File: src/rtl/idea_a_if.sv
// Bundles the count-enable, terminal value and the three counter outputs of idea_a.
interface idea_a_if;
  logic       CE;
  logic [3:0] IN;
  logic [3:0] OUT;
  logic [3:0] OUT_LOGIC;
  logic [3:0] OUT_SWITCHING;

  modport master (
    output CE,
    output IN,
    input  OUT,
    input  OUT_LOGIC,
    input  OUT_SWITCHING
  );

  modport slave (
    input  CE,
    input  IN,
    output OUT,
    output OUT_LOGIC,
    output OUT_SWITCHING
  );
endinterface

File: src/rtl/idea_a.sv
// 4-bit enabled modulo counter built three ways: behavioural, gate-level and mux tree.
// Define IDEAA_SWITCHING_EN to build the mux copy; otherwise OUT_SWITCHING is tied to zero.
module idea_a (
  input logic     CLK,
  input logic     RST,
  idea_a_if.slave bus
);

  // Behavioural copy: the golden reference.
  logic [3:0] out_q, out_d;

  always_comb begin
    out_d = out_q;
    if (bus.CE) begin
      if (out_q == bus.IN) begin
        out_d = 4'd0;
      end else begin
        out_d = out_q + 4'd1;
      end
    end
  end

  always_ff @(posedge CLK) begin
    if (RST) begin
      out_q <= 4'd0;
    end else begin
      out_q <= out_d;
    end
  end

  assign bus.OUT = out_q;

  // Gate-level copy: only AND/OR/XOR/NOT, reset folded into the hold/advance gating.
  logic [3:0] lg_q, lg_d, lg_inc;
  logic [2:0] lg_carry;
  logic       lg_eq, lg_hold, lg_adv;

  always_comb begin
    lg_inc[0]   = ~lg_q[0];
    lg_carry[0] = lg_q[0];
    lg_inc[1]   = lg_q[1] ^ lg_carry[0];
    lg_carry[1] = lg_q[1] & lg_carry[0];
    lg_inc[2]   = lg_q[2] ^ lg_carry[1];
    lg_carry[2] = lg_q[2] & lg_carry[1];
    lg_inc[3]   = lg_q[3] ^ lg_carry[2];

    lg_eq = ~(lg_q[0] ^ bus.IN[0]) & ~(lg_q[1] ^ bus.IN[1]) &
            ~(lg_q[2] ^ bus.IN[2]) & ~(lg_q[3] ^ bus.IN[3]);

    lg_hold = ~RST & ~bus.CE;
    lg_adv  = ~RST & bus.CE & ~lg_eq;
    // Neither hold nor advance selected means clear.
    lg_d = ({4{lg_hold}} & lg_q) | ({4{lg_adv}} & lg_inc);
  end

  always_ff @(posedge CLK) begin
    lg_q <= lg_d;
  end

  assign bus.OUT_LOGIC = lg_q;

`ifdef IDEAA_SWITCHING_EN
  // Switching copy: per bit, mux tree selected by RST, then CE, then the equality term.
  logic [3:0] sw_q, sw_d, sw_inc;
  logic       sw_eq;

  always_comb begin
    sw_inc = sw_q + 4'd1;
    sw_eq  = (sw_q == bus.IN);
    sw_d   = 4'd0;
    for (int i = 0; i < 4; i++) begin
      sw_d[i] = RST ? 1'b0 : (bus.CE ? (sw_eq ? 1'b0 : sw_inc[i]) : sw_q[i]);
    end
  end

  always_ff @(posedge CLK) begin
    sw_q <= sw_d;
  end

  assign bus.OUT_SWITCHING = sw_q;
`else
  assign bus.OUT_SWITCHING = 4'b0000;
`endif

endmodule

File: src/flat_wrapper.sv
// flat-port wrapper written by rule: the top's interface ports become plain ports
module idea_a_flat 
  (CLK, RST, bus_CE, bus_IN, bus_OUT, bus_OUT_LOGIC, bus_OUT_SWITCHING);
  idea_a_if bus_i ();
  input logic CLK;
  input logic RST;
  input wire logic [$bits(bus_i.CE)-1:0] bus_CE;
  input wire logic [$bits(bus_i.IN)-1:0] bus_IN;
  output wire logic [$bits(bus_i.OUT)-1:0] bus_OUT;
  output wire logic [$bits(bus_i.OUT_LOGIC)-1:0] bus_OUT_LOGIC;
  output wire logic [$bits(bus_i.OUT_SWITCHING)-1:0] bus_OUT_SWITCHING;
  assign bus_i.CE = bus_CE;
  assign bus_i.IN = bus_IN;
  assign bus_OUT = bus_i.OUT;
  assign bus_OUT_LOGIC = bus_i.OUT_LOGIC;
  assign bus_OUT_SWITCHING = bus_i.OUT_SWITCHING;
  idea_a u_core (.CLK(CLK), .RST(RST), .bus(bus_i));
endmodule
File: config.mk
export PLATFORM = sky130hd
export DESIGN_NAME = idea_a_flat
export DESIGN_NICKNAME = d
export VERILOG_FILES = /design/src/rtl/idea_a_if.sv /design/src/rtl/idea_a.sv /design/src/flat_wrapper.sv
export SDC_FILE = /design/constraint.sdc
export NUM_CORES = 1
export LEC_CHECK = 0
export ABC_CLOCK_PERIOD_IN_PS = 1600
export CAP_MARGIN = 10
export CORE_MARGIN = 5
export CORE_UTILIZATION = 43
export DETAILED_ROUTE_END_ITERATION = 12
export MAX_ROUTING_LAYER = met4
export PLACE_DENSITY = 0.82
export REMOVE_ABC_BUFFERS = 1
export SYNTH_ARGS = -nofsm -noshare
export SYNTH_HDL_FRONTEND = slang
export SYNTH_SLANG_ARGS = --single-unit
File: constraint.sdc
create_clock -name CLK -period 1.6 [get_ports CLK]
set_input_delay 0.16 -clock CLK [delete_from_list [all_inputs] [get_ports CLK]]
set_output_delay 0.16 -clock CLK [all_outputs]
set_load 0.05 [all_outputs]
==> impl_metrics.py <==
metrics = {
    "cells_and_area": {
        "fin_area_um2": 723.2,
        "nNetsFinal": 89,
        "drive_above_1_share_pct": 19.48,
        "syn_to_final_growth_pct": 25.93,
        "antenna_cells": 0,
        "fillers": 115,
    },
    "global_route": {
        "grt_pass1_wl_um": 2090,
        "grt.total_usage_pct": 14.23,
        "antenna_found_initial": 0,
        "grt_max_degree": 11,
        "grt_pass1_vias": 496,
        "globalRouteOverflowTotal": 0,
    },
    "detailed_routing": {
        "vias_per_cell": 5.446,
        "wl_per_cell_um": 14.00,
        "drtAntennaViolNets": 0,
        "dr.pass1.iters": 4,
        "drt-initial-drc-count": 8,
        "dr_total_vias": 501,
        "wl_um": 1288,
        "drc": 0,
    },
    "worst_setup_path": {
        "start_kind": "flip-flop",
        "critPathArrivalTime_ns": 1.42,
        "path_max_fanout": 5,
        "required_ns": 1.74,
        "path_class": "flip-flop to flip-flop",
        "end_kind": "flip-flop",
    },
    "job": {
        "maxCapViolCount": 0,
    },
    "clock_tree": {
        "cts_setup_buffers": 0,
        "worstSkewPairLatency_ns": 0.26,
        "ctsRootBufferMaster": "clkbuf_4",
        "postCtsHoldBufs": 0,
        "htree_levels": 1,
        "numCtsBuffers": 3,
        "cts.sinks": 8,
        "cts_max_path_buffers": 2,
        "cts.repair.resized": 0,
        "cts_tree": "yes",
        "clkSlewWorstSetupHoldPaths_ns": 0.06,
    },
    "sta": {
        "finalMaxSlewViolations": 0,
        "fmax_mhz": 784.6,
        "period_share_pct": 79.66,
        "fin_crit_ns": 1.275,
        "setup_viol": 0,
        "finalSetupTns_ns": 0,
        "fin_skew_ns": 0.008956,
        "rsz0062_at_grt": "false",
        "finalHoldViolCount": 0,
    },
    "min_path": {
        "hp-class": "flip-flop to flip-flop",
    },
    "die": {
        "die_h_um": 46.55,
        "io_pins": 19,
        "fp.dieW_um": 46.55,
        "rows": 13,
        "start_util_pct": 44.69,
        "die_area_um2": 2166,
        "coreArea_um2": 1285,
    },
    "placed_design": {
        "portBuffers": 14,
        "gp_congestion": 0.7593,
        "place_area_um2": 700.7,
        "hpwl_um": 1014,
    },
    "status": {
        "run_status": "finished, final reports clean",
    },
    "synthesis": {
        "ys_warn_count": 0,
        "ys_ff_latch": 8,
        "syn_area_um2": 574.3,
        "synth_cells": 61,
        "synth-seq-area-share_pct": 27.89,
        "synth_cell_types": 22,
        "synth.avg_cell_area_um2": 9.415,
    },
    "power": {
        "powerDensity_nw_per_um2": 742.4,
        "leakage_nw": 0.3097,
        "ir_drop_mv": 0.3719,
    },
}
flip-flops by register name, summed over array words and instances (netlist names):
signal and flops:
u_core.bus.OUT 4, u_core.bus.OUT_LOGIC 4
metal layers:
| layer | global-route usage, % | part of all wire (%) |
|---|---|---|
| met2 | 18.41 | 44 |
| met3 | 6.250 | 8.4 |
| met5 | - | 0 |
| met1 | 18.43 | 48 |
| met4 | 6.818 | 0 |
placed cells by master, fill, tap and decap left out, drive strengths merged:
cell	netlist	layout
a211oi	1	1
a21oi	5	5
a31oi	1	1
and2	3	3
and2b	1	1
and3b	1	1
buf	5	10
clkbuf	1	3
clkdlybuf4s50	0	6
conb	1	4
dfxtp	8	8
ha	3	3
nand2b	4	4
nand4	1	1
nor2b	2	2
nor4	1	1
nor4bb	1	1
o221ai	1	1
o41ai	8	8
or2b	3	3
or3b	1	1
xor2	9	9
worst paths after layout:
path | startpoint | end | slack, ns | depth (start not counted)
hold / removal | u_core.bus.OUT_LOGIC[1] | u_core.bus.OUT_LOGIC[1] | 0.52 | 2
setup / recovery | u_core.bus.OUT_LOGIC[0] | u_core.bus.OUT_LOGIC[2] | 0.33 | 5
setup reg to reg | u_core.bus.OUT_LOGIC[0] | u_core.bus.OUT_LOGIC[2] | 0.33 | 5
hold reg to reg | u_core.bus.OUT_LOGIC[1] | u_core.bus.OUT_LOGIC[1] | 0.52 | 2
kinds of logic after synthesis:
logic type,count (synthesis),synth area share [%]
compound gates,16,21.35
fa+ha+maj,3,6.537
flops,8,27.89
other cells,1,0.6530
xor+xnor,9,13.73
simple gates,18,23.09
buf+inv,6,6.753
power breakdown:
| part | internal (mW) | switching [mW] |
|---|---|---|
| clock | 0.0862 | 0.0742 |
| sequential | 0.208 | 0.0118 |
| combinational | 0.0523 | 0.104 |
worst max-delay path, stage by stage (launching register included):
cell	delay, ns
dfxtp_1	0.35
ha_1	0.23
ha_1	0.27
and2_1	0.15
o41ai_1	0.06
a21oi_1	0.11
through the flow:
stage               hold slack [ns]  util, %  total power, mW  std cells  setup slack (ns)
floorplan                    0.2246        -           0.3233         58           0.06269
global placement             0.5050    54.53           0.3755         89            0.1050
detailed placement           0.5043    54.53           0.3793         89           0.07521
CTS                          0.5129    56.28           0.5412         92            0.3372
global route                 0.5433    56.28           0.5687         92            0.1926
finish                       0.5165    56.28           0.5369         92            0.3255
cell usage after synthesis:
cell | instances | share of area [%]
xor2_1 | 9 | 14
dfxtp_1 | 8 | 28
o41ai_1 | 8 | 12
a21oi_1 | 5 | 4.4
buf_4 | 4 | 5.2
nand2b_1 | 4 | 4.4
and2_1 | 3 | 3.3
ha_1 | 3 | 6.5
or2b_1 | 3 | 3.9
nor2b_1 | 2 | 2.2
a211oi_2 | 1 | 2.2
a31oi_1 | 1 | 1.1
and2b_1 | 1 | 1.3
and3b_1 | 1 | 1.5
buf_2 | 1 | 0.87
clkbuf_1 | 1 | 0.65
conb_1 | 1 | 0.65
nand4_1 | 1 | 1.1
nor4_2 | 1 | 2.2
nor4bb_1 | 1 | 1.7
o221ai_1 | 1 | 1.5
or3b_1 | 1 | 1.5
layout make-up:
type / instances / area [um^2] / area share [%]
clock buffers: 3 / 22.52 / 3.114
multi-input cells: 50 / 386.6 / 53.46
flip-flops and latches: 8 / 160.2 / 22.15
well taps: 15 / 18.77 / 2.595
repair buffers: 16 / 135.1 / 18.69
Power figures use the tool's default switching activity.
